### config.mk
export PLATFORM = sky130hd
export DESIGN_NAME = ula_arbiter
export DESIGN_NICKNAME = d
export VERILOG_FILES = /design/src/rtl/ula_pkg.sv /design/src/rtl/ula.sv /design/src/rtl/ula_rr_arbiter.sv /design/src/rtl/ula_arbiter.sv
export SDC_FILE = /design/constraint.sdc
export NUM_CORES = 1
export LEC_CHECK = 0
export CORE_MARGIN = 5
export CORE_UTILIZATION = 25
export DETAILED_ROUTE_END_ITERATION = 8
export PLACE_DENSITY_LB_ADDON = 0.3
export SLEW_MARGIN = 20
export SYNTH_ARGS = -nofsm -noshare
export SYNTH_HDL_FRONTEND = slang
export SYNTH_HIERARCHICAL = 1
export SYNTH_SLANG_ARGS = --single-unit
### constraint.sdc
create_clock -name clk -period 8.9 [get_ports clk]
set_input_delay 1.78 -clock clk [delete_from_list [all_inputs] [get_ports clk]]
set_output_delay 1.78 -clock clk [all_outputs]
set_load 0.03 [all_outputs]
### src/rtl/ula_pkg.sv
// ----------------------------------------------------------------------------
// ula_pkg
// Shared types for the ULA and its round-robin arbiter wrapper.
//   alu_op_t    : 2-bit ALUControl encoding understood by the ULA
//   arb_state_t : sequencing states of ula_arbiter
// ----------------------------------------------------------------------------
package ula_pkg;

    typedef enum logic [1:0] {
        ULA_ADD = 2'b00,
        ULA_SUB = 2'b01,
        ULA_AND = 2'b10,
        ULA_OR  = 2'b11
    } alu_op_t;

    typedef enum logic [1:0] {
        IDLE = 2'b00,
        EXEC = 2'b01,
        RESP = 2'b10
    } arb_state_t;

endpackage

### src/rtl/ula.sv
// ----------------------------------------------------------------------------
// ula
// Combinational 32-bit (WIDTH-bit) arithmetic/logic unit.
// Ports:
//   a, b        in  WIDTH  operands
//   alu_control in  2      00 ADD, 01 SUB (a-b), 10 AND, 11 OR
//   y           out WIDTH  result, modulo 2^WIDTH, no carry/overflow
// ----------------------------------------------------------------------------
module ula
    import ula_pkg::*;
#(
    parameter int WIDTH = 32
) (
    input  logic [WIDTH-1:0] a,
    input  logic [WIDTH-1:0] b,
    input  logic [1:0]       alu_control,
    output logic [WIDTH-1:0] y
);

    always_comb begin
        y = '0;
        case (alu_op_t'(alu_control))
            ULA_ADD: y = a + b;
            ULA_SUB: y = a - b;
            ULA_AND: y = a & b;
            ULA_OR:  y = a | b;
            default: y = '0;
        endcase
    end

endmodule

### src/rtl/ula_rr_arbiter.sv
// ----------------------------------------------------------------------------
// ula_rr_arbiter
// Combinational round-robin pick: first valid requester at or above ptr,
// wrapping to the lowest indices below ptr.
// Ports:
//   valid     in  NREQ  request vector
//   ptr       in  IDW   highest-priority index
//   grant     out NREQ  one-hot grant (all zero when nothing is valid)
//   grant_idx out IDW   encoded grant index (0 when nothing is valid)
//   any       out 1     at least one requester is valid
// ----------------------------------------------------------------------------
module ula_rr_arbiter #(
    parameter int NREQ = 2,
    parameter int IDW  = $clog2(NREQ)
) (
    input  logic [NREQ-1:0] valid,
    input  logic [IDW-1:0]  ptr,
    output logic [NREQ-1:0] grant,
    output logic [IDW-1:0]  grant_idx,
    output logic            any
);

    // Two passes over fixed indices: the upper segment [ptr..NREQ-1] first,
    // then the wrapped segment [0..ptr-1].
    always_comb begin
        grant     = '0;
        grant_idx = '0;
        any       = 1'b0;
        for (int i = 0; i < NREQ; i++) begin
            if (!any && (i >= int'(ptr)) && valid[i]) begin
                any       = 1'b1;
                grant[i]  = 1'b1;
                grant_idx = IDW'(i);
            end
        end
        for (int i = 0; i < NREQ; i++) begin
            if (!any && (i < int'(ptr)) && valid[i]) begin
                any       = 1'b1;
                grant[i]  = 1'b1;
                grant_idx = IDW'(i);
            end
        end
    end

endmodule

### src/rtl/ula_arbiter.sv
// ----------------------------------------------------------------------------
// ula_arbiter
// Shares one ULA between NREQ requesters. IDLE arbitrates round-robin and
// captures the winner's operands, EXEC drives the ULA from the captured
// operands, RESP holds the registered result until the consumer takes it.
// Optional feature macro: ULA_ARB_FLAGS_EN adds registered rsp_zero/rsp_neg.
// Ports:
//   clk, reset_n     clock, asynchronous active-low reset
//   req_valid/ready  NREQ-bit request handshake
//   req_a, req_b     NREQ x WIDTH operands
//   req_op           NREQ x 2 ALUControl
//   rsp_valid/ready  response handshake
//   rsp_y            WIDTH result
//   rsp_id           IDW index of the issuing requester
//   rsp_zero/rsp_neg result flags (ULA_ARB_FLAGS_EN only)
// ----------------------------------------------------------------------------
module ula_arbiter
    import ula_pkg::*;
#(
    parameter int NREQ  = 2,
    parameter int WIDTH = 32,
    parameter int IDW   = $clog2(NREQ)
) (
    input  logic                       clk,
    input  logic                       reset_n,
    input  logic [NREQ-1:0]            req_valid,
    output logic [NREQ-1:0]            req_ready,
    input  logic [NREQ-1:0][WIDTH-1:0] req_a,
    input  logic [NREQ-1:0][WIDTH-1:0] req_b,
    input  logic [NREQ-1:0][1:0]       req_op,
    output logic                       rsp_valid,
    input  logic                       rsp_ready,
    output logic [WIDTH-1:0]           rsp_y,
    output logic [IDW-1:0]             rsp_id
`ifdef ULA_ARB_FLAGS_EN
    ,
    output logic                       rsp_zero,
    output logic                       rsp_neg
`endif
);

    arb_state_t       state, state_next;
    logic [IDW-1:0]   ptr;
    logic [WIDTH-1:0] a_q, b_q;
    alu_op_t          op_q;
    logic [IDW-1:0]   id_q;

    logic [NREQ-1:0]  grant;
    logic [IDW-1:0]   grant_idx;
    logic             grant_any;
    logic [WIDTH-1:0] ula_y;
    logic             accept;

    ula_rr_arbiter #(
        .NREQ (NREQ),
        .IDW  (IDW)
    ) u_rr (
        .valid     (req_valid),
        .ptr       (ptr),
        .grant     (grant),
        .grant_idx (grant_idx),
        .any       (grant_any)
    );

    // The ULA only ever sees the captured operands, so requesters may change
    // or drop their inputs freely once accepted.
    ula #(
        .WIDTH (WIDTH)
    ) u_ula (
        .a           (a_q),
        .b           (b_q),
        .alu_control (op_q),
        .y           (ula_y)
    );

    assign accept = (state == IDLE) && grant_any;

    always_ff @(posedge clk or negedge reset_n) begin
        if (!reset_n) state <= IDLE;
        else          state <= state_next;
    end

    always_comb begin
        state_next = state;
        req_ready  = '0;
        case (state)
            IDLE: begin
                req_ready = grant;
                if (grant_any) state_next = EXEC;
            end
            EXEC: state_next = RESP;
            RESP: if (rsp_ready) state_next = IDLE;
            default: state_next = IDLE;
        endcase
    end

    // Operand capture and round-robin pointer
    always_ff @(posedge clk or negedge reset_n) begin
        if (!reset_n) begin
            ptr  <= '0;
            a_q  <= '0;
            b_q  <= '0;
            op_q <= ULA_ADD;
            id_q <= '0;
        end else if (accept) begin
            a_q  <= req_a[grant_idx];
            b_q  <= req_b[grant_idx];
            op_q <= alu_op_t'(req_op[grant_idx]);
            id_q <= grant_idx;
            ptr  <= (grant_idx == IDW'(NREQ - 1)) ? '0 : grant_idx + IDW'(1);
        end
    end

    // Response register: loaded at the end of EXEC, held through RESP
    always_ff @(posedge clk or negedge reset_n) begin
        if (!reset_n) begin
            rsp_valid <= 1'b0;
            rsp_y     <= '0;
            rsp_id    <= '0;
`ifdef ULA_ARB_FLAGS_EN
            rsp_zero  <= 1'b0;
            rsp_neg   <= 1'b0;
`endif
        end else if (state == EXEC) begin
            rsp_valid <= 1'b1;
            rsp_y     <= ula_y;
            rsp_id    <= id_q;
`ifdef ULA_ARB_FLAGS_EN
            rsp_zero  <= (ula_y == '0);
            rsp_neg   <= ula_y[WIDTH-1];
`endif
        end else if ((state == RESP) && rsp_ready) begin
            rsp_valid <= 1'b0;
        end
    end

endmodule
==> impl_metrics.csv, run 1 <==
group,metric,value,unit
global_routing,grt_pass1_wl,33800,µm
timing,setup_tns,0,ns
routing,drc,0,
timing,slew_violations,0,
timing,finalCritPeriodShare,57.9,%
die,num_rows,63,
finish,final_core_util,33.2,%
min_path,min_path_type,"reg2reg",
critical_path,cp_slowest_stage_delay,0.70,ns
global_routing,overflow,0,
timing,worstMarginPinSlew,1.02,ns
yosys,syn-num-nets,979,
critical_path,worst_setup_path_end_kind,"output port",
yosys,ys_seq_elements,104,
yosys,synth_ff_type,"dfrtp_1",
die,die-area,0.0340,mm²
critical_path,cpMostUsedCell,"clkdlybuf4s50_1",
finish,final_nets,1129,
yosys,ys_seq_area_share,34.3,%
global_routing,antenna_found_initial,0,
die,io_pins,173,
yosys,synth_area_leaders,"dfrtp_1, mux2i_1, a21oi_1",
finish,syn_to_final_growth,30.3,%
global_routing,grt_pass1_vias,6391,
run,max_cap_violations,0,
yosys,ys_types,66,
clock_tree,cts_sinks,104,
timing,finalHoldViolations,0,
global_routing,grt_max_degree,81,
timing,rsz0062_at_grt,"false",
placement,dpl.hpwl,16000,µm
min_path,hold_path_startpoint,"rsp_y[12]",
critical_path,cp_max_fo,4,
critical_path,reg2reg_from,"op_q[1]",
clock_tree,numCtsBuffers,9,
clock_tree,post_cts_resized,0,
yosys,synthCells,807,
placement,io_buffers,172,
critical_path,cp_num_buf_inv,2,
timing,hold-worst-slack,0.511,ns
critical_path,cp_top_family,"buffers and inverters",
placement,gp_congestion,0.818,
clock_tree,cts_setup_buffers,0,
placement,dp_cells,1336,
routing,wirelength,21100,µm
routing,drt_first_pass_iters,4,
yosys,synthArstFlopShare,100,%
finish,num_antenna_cells,0,
yosys,yosysWarningCount,6,
yosys,synthesis.area,0.00760,mm²
critical_path,required,7.12,ns
yosys,syn_avg_cell_area,9.41,µm²
critical_path,critical_path_class,"in2out",
pwr,p_leak,4.02,nW
timing,setup_viol,0,
clock_tree,clk_transition_reported_paths,0.07,ns
pwr,power_density,477,mW/mm²
die,die_w,184,µm
yosys,synth_edf_count,0,
die,start_util,25.5,%
pwr,total_power,4.72,mW
critical_path,path_cells,"clkdlybuf4s50_1 -> a21boi_1 -> nor3b_1 -> clkdlybuf4s50_1",
finish,finalNonFillerCells,1352,
global_routing,track_usage,12.3,%
routing,vias,6272,
critical_path,crit_path_start,"req_valid[0]",
yosys,yosysTopAreaCell,"dfrtp_1",
pwr,peakVddDrop,0.176,mV
routing,vias_per_cell,4.64,
critical_path,crit_arrival,3.38,ns
clock_tree,ctsHoldBuffers,0,
routing,wl_per_cell,15.6,µm
die,core,0.0298,mm²
clock_tree,cts-root-buf,"clkbuf_16",
routing,drtIter0Drc,294,
finish,drive_above_1_share,7.38,%
clock_tree,clock_latency,0.35,ns
status,status,"finished clean",
clock_tree,cts_tree,"done",
die,dieHeight,184,µm
clock_tree,cts_htree_levels,3,
timing,fmax,0.194,GHz
critical_path,cp-start-kind,"input pin",
critical_path,r2r_setup_slack,3.81,ns
timing,slew_headroom,31.8,%
critical_path,slowest_stage,"clkdlybuf4s50_1",
timing,fin_skew,0.00537,ns
timing,period_minus_slack,5.16,ns
yosys,synth_top_area_share,34.3,%
routing,drtAntennaViolNets,0,
clock_tree,clockBufferDepth,2,
## worst paths after layout
kind,cells past startpoint,end
max reg2reg,16,rsp_y[31]
min,1,rsp_y[12]
min reg2reg,1,rsp_y[12]
max in group asynchronous,2,rsp_y[21]
max,4,req_ready[0]
min in group asynchronous,1,state[1]
## synth_stat cells (4+ instances only)
| master | n |
|---|---|
| a31oi_1 | 10 |
| o21bai_1 | 5 |
| xor2_1 | 23 |
| a21oi_1 | 100 |
| mux2_2 | 7 |
| nor3_1 | 10 |
| or4_1 | 4 |
| clkbuf_1 | 11 |
| buf_2 | 11 |
| nand2_1 | 37 |
| dfrtp_1 | 104 |
| mux2_4 | 29 |
| ha_1 | 34 |
| buf_4 | 10 |
| xnor2_1 | 28 |
| mux2i_1 | 70 |
| nor2_1 | 116 |
| nand3_1 | 8 |
| nor3b_1 | 6 |
| a211oi_1 | 4 |
| o31ai_1 | 10 |
| nor2b_1 | 6 |
| a21o_1 | 19 |
| maj3_1 | 27 |
| inv_1 | 14 |
| o21ai_0 | 37 |
| or3_1 | 4 |
## per-stage QoR
step                      cell area [µm²]  setup slack [ns]
after floorplan                      7600              4.47
after global placement               9610              3.73
after detailed placement             9610              3.73
after CTS                            9900              3.73
after global routing                 9900              3.34
final                                9900              3.74
## cells in the final DEF, fill, tap and decap left out, types with 3 or more instances in the layout
cell | Yosys | routed
mux2i_1 | 70 | 70
mux2_2 | 7 | 7
nor4_1 | 3 | 3
nor2b_1 | 6 | 5
o31ai_1 | 10 | 10
a21oi_1 | 100 | 100
o21ai_0 | 37 | 37
o21bai_1 | 5 | 5
xnor2_1 | 28 | 28
nor3b_1 | 6 | 5
clkbuf_16 | 0 | 9
mux2_4 | 29 | 29
nor3_1 | 10 | 10
a31oi_1 | 10 | 10
a21o_1 | 19 | 19
dfrtp_1 | 104 | 104
nor2_1 | 116 | 116
or4_1 | 4 | 4
nand2b_1 | 3 | 3
or3_1 | 4 | 4
clkbuf_8 | 0 | 3
o41ai_1 | 3 | 3
ha_1 | 34 | 34
o21a_1 | 3 | 3
inv_1 | 14 | 14
and2_1 | 3 | 3
xor2_1 | 23 | 23
clkdlybuf4s50_1 | 0 | 171
maj3_1 | 27 | 27
a211o_1 | 3 | 3
a211oi_1 | 4 | 4
nand3_1 | 8 | 8
buf_4 | 10 | 9
nand2_1 | 37 | 37
## layout make-up
class / instances / area [µm²]
Fill cell: 3115 / 19900
Multi-Input combinational cell: 648 / 4690
Sequential cell: 104 / 2600
Timing Repair Buffer: 180 / 1780
Tap cell: 390 / 488
Clock buffer: 14 / 274
Inverter: 14 / 52.6
Clock inverter: 2 / 12.5
## report_power, final
group | internal (mW) | leakage [nW] | switching (mW)
logic | 1.54 | 2.72 | 1.80
clock network | 0.213 | 0.139 | 0.178
registers | 0.716 | 1.16 | 0.278
## cell families (layout without fill, tap and decap cells)
logic type	Yosys count	after routing	synth area share (%)
AO/OA/AOI/OAI	217	217	17.3
XOR/XNOR	51	51	5.88
adder cells (fa/ha/maj)	62	62	9.42
buffers and inverters	55	210	4.33
flip-flops	104	104	34.3
multiplexers	106	106	16.0
AND/OR/NAND/NOR	212	212	12.8
## per-layer routing
metal	vias to the layer above	GRT usage (%)	share of wire [%]
li1	3200	-	-
met5	-	0	0
met4	0	2.78	0.61
met2	126	20.1	46
met1	2937	16.9	49
met3	9	2.31	4.5
## sequential cells by signal, summed over array words and instances, names as in the netlist
| name | cells |
|---|---|
| a_q | 32 |
| b_q | 32 |
| id_q | 1 |
| op_q | 2 |
| ptr | 1 |
| rsp_id | 1 |
| rsp_valid | 1 |
| rsp_y | 32 |
| state | 2 |
Note: power is estimated with default switching activity, not from simulation.
==> run 2: changes to the inputs <==
- clock period: 8.9 -> 4.5 ns (I/O delays scaled with it)
==> run 2 against run 1 <==
Against the previous run: utilization rose by 0.64 points; worst hold slack got worse by 0.0064 ns; critical path depth increased by 13; non-clock buffer count grew 17; clock skew rose by 0.0010 ns; die area stayed put; count of clock-buffer cells in the layout is 2 lower; flip-flop and latch count unchanged; wire length grew 2.6%; cell count is 1.2% higher; total power up 100%; combinational power is 110% higher; critical endpoint is now rsp_y[27]; largest cell class unchanged.
==> impl_metrics.csv, run 2 (synthesized netlist as in run 1, its figures left out) <==
group,metric,value,unit
pwr,power_density,955,mW/mm²
global_routing,track_usage,12.5,%
status,status,"finished clean",
pwr,clkPwrFrac,8.6,%
global_routing,antenna_found_initial,0,
routing,drc,0,
finish,final_nets,1146,
routing,drtIter0Drc,310,
placement,dp_cells,1353,
finish,final_core_util,33.9,%
routing,drt_first_pass_iters,4,
routing,vias,6426,
routing,vias_per_cell,4.70,
critical_path,cp_max_fo,4,
critical_path,critical_path_class,"reg2reg",
finish,fillers,3104,
timing,finalHoldViolations,0,
pwr,total_power,9.64,mW
timing,slew_headroom,47.0,%
die,io_pins,173,
clock_tree,post_cts_resized,0,
critical_path,cp_top_family,"simple AND/OR/NAND/NOR gates",
placement,gp_congestion,0.837,
critical_path,crit_arrival,4.56,ns
critical_path,slowest_stage,"or4_1",
timing,period_minus_slack,4.32,ns
critical_path,path_cells,"nor4_4 -> and3_4 -> nand3b_1 -> or4_1 -> o31ai_2 -> xor2_1 -> ha_1 -> a21o_1 -> or4_1 -> a31oi_4 -> o21ai_1 -> buf_4 -> a31oi_1 -> xnor2_1 -> nand2_1 -> o31ai_1 -> mux2_4",
timing,finalCritPeriodShare,95.9,%
pwr,p_leak,4.13,nW
routing,wirelength,21600,µm
timing,slew_violations,0,
clock_tree,clock_latency,0.35,ns
clock_tree,ctsHoldBuffers,0,
routing,wl_per_cell,15.8,µm
pwr,power_frac_comb,71.4,%
finish,syn_to_final_growth,32.8,%
clock_tree,cts_tree,"done",
critical_path,cp_num_buf_inv,1,
die,die_w,184,µm
finish,drive_above_1_share,9.82,%
timing,worstMarginPinSlew,0.796,ns
global_routing,overflow,0,
die,num_rows,63,
pwr,swShare,47.4,%
critical_path,worst_setup_path_end_kind,"flip-flop",
global_routing,grt_pass1_vias,6299,
critical_path,required,4.74,ns
pwr,share_seq_of_total_power,20.0,%
finish,mostFrequentLayoutCells,"clkdlybuf4s50_1, nor2_1, dfrtp_1",
clock_tree,cts_setup_buffers,0,
pwr,internal_power,5.07,mW
clock_tree,cts-root-buf,"clkbuf_16",
die,core,0.0298,mm²
clock_tree,clockBufferDepth,2,
clock_tree,clk_transition_reported_paths,0.07,ns
pwr,peakVddDrop,0.367,mV
global_routing,grt_pass1_wl,34000,µm
finish,finalNonFillerCells,1368,
finish,mostFrequentLayoutCell,"clkdlybuf4s50_1",
clock_tree,numCtsBuffers,9,
clock_tree,cts_sinks,104,
routing,drtAntennaViolNets,0,
placement,dpl.hpwl,16800,µm
critical_path,cpMostUsedCell,"or4_1",
timing,fmax,0.232,GHz
clock_tree,cts_htree_levels,3,
min_path,min_path_type,"reg2reg",
run,max_cap_violations,0,
placement,io_buffers,172,
die,dieHeight,184,µm
timing,setup_viol,0,
die,die-area,0.0340,mm²
finish,reg.largest.list,"a_q (32), b_q (32), rsp_y (32)",
pwr,power.switching,4.57,mW
critical_path,cp_slowest_stage_delay,0.49,ns
critical_path,cp-start-kind,"flip-flop",
finish,num_antenna_cells,0,
die,start_util,25.5,%
timing,fin_skew,0.00640,ns
global_routing,grt_max_degree,82,
## run 2: cell types whose count changed in the layout (fill, tap and decap cells not counted), sizes merged
cell | previous run | this run
buf | 9 | 26
bufinv | 0 | 1
clkbuf | 14 | 12
clkinv | 1 | 2
clkinvlp | 1 | 0
## run 2: power by group through the flow
stage               registers, mW  logic (mW)  clock network [mW]
floorplan                    2.11        4.91                   0
global placement             1.94        6.79                   0
detailed placement           1.95        6.80                   0
CTS                          1.93        6.86               0.856
global route                 2.01        7.61               0.884
finish                       1.93        6.88               0.827
## run 2: area by class of cell
cell class,count,area (µm²),area share (%)
Multi-Input combinational cell,648,4730,46.9
Tap cell,390,488,4.84
Clock inverter,3,40.0,0.397
Clock buffer,12,267,2.64
Sequential cell,104,2600,25.8
Timing Repair Buffer,197,1910,18.9
Inverter,14,52.6,0.521
## run 2: per-layer routing
metal / part of all wire (%) / global-route usage (%) / vias up
met5: 0 / 0 / -
met4: 1.8 / 3.93 / 0
met3: 4.4 / 1.99 / 18
met2: 45 / 19.7 / 140
met1: 48 / 17.5 / 3018
li1: - / - / 3250
## run 2: stage by stage
| stage | TNS [ns] | setup slack, ns | hold WS (ns) | area [µm²] |
|---|---|---|---|---|
| 2_1_floorplan | 0 | 0.365 | 0.475 | 7600 |
| 3_3_place_gp | 0 | 0.141 | 0.487 | 9740 |
| 3_5_place_dp | 0 | 0.0579 | 0.494 | 9740 |
| 4_1_cts | 0 | 0.0151 | 0.511 | 10000 |
| 5_1_grt | -0.0134 | -0.0134 | 0.518 | 10100 |
| 6_report | 0 | 0.183 | 0.505 | 10100 |
## run 2: worst register-to-register path, delay by kind of cell (launching register included)
family,cells,cell delay (ns)
AO/OA/AOI/OAI,6,1.06
XOR/XNOR,2,0.28
adder cells (fa/ha/maj),1,0.26
buffers and inverters,1,0.17
flip-flops,1,0.45
multiplexers,1,0.26
AND/OR/NAND/NOR,6,1.71
## run 2: final timing paths
path                         start         to  slack [ns]  depth (start not counted)
hold reg to reg               id_q       id_q        0.50                          1
setup reg to reg            b_q[5]  rsp_y[27]        0.18                         17
hold / removal                id_q       id_q        0.50                          1
setup / recovery            b_q[5]  rsp_y[27]        0.18                         17
min in group asynchronous  reset_n  rsp_valid        0.55                          1
max in group asynchronous  reset_n     b_q[5]        3.05                          2
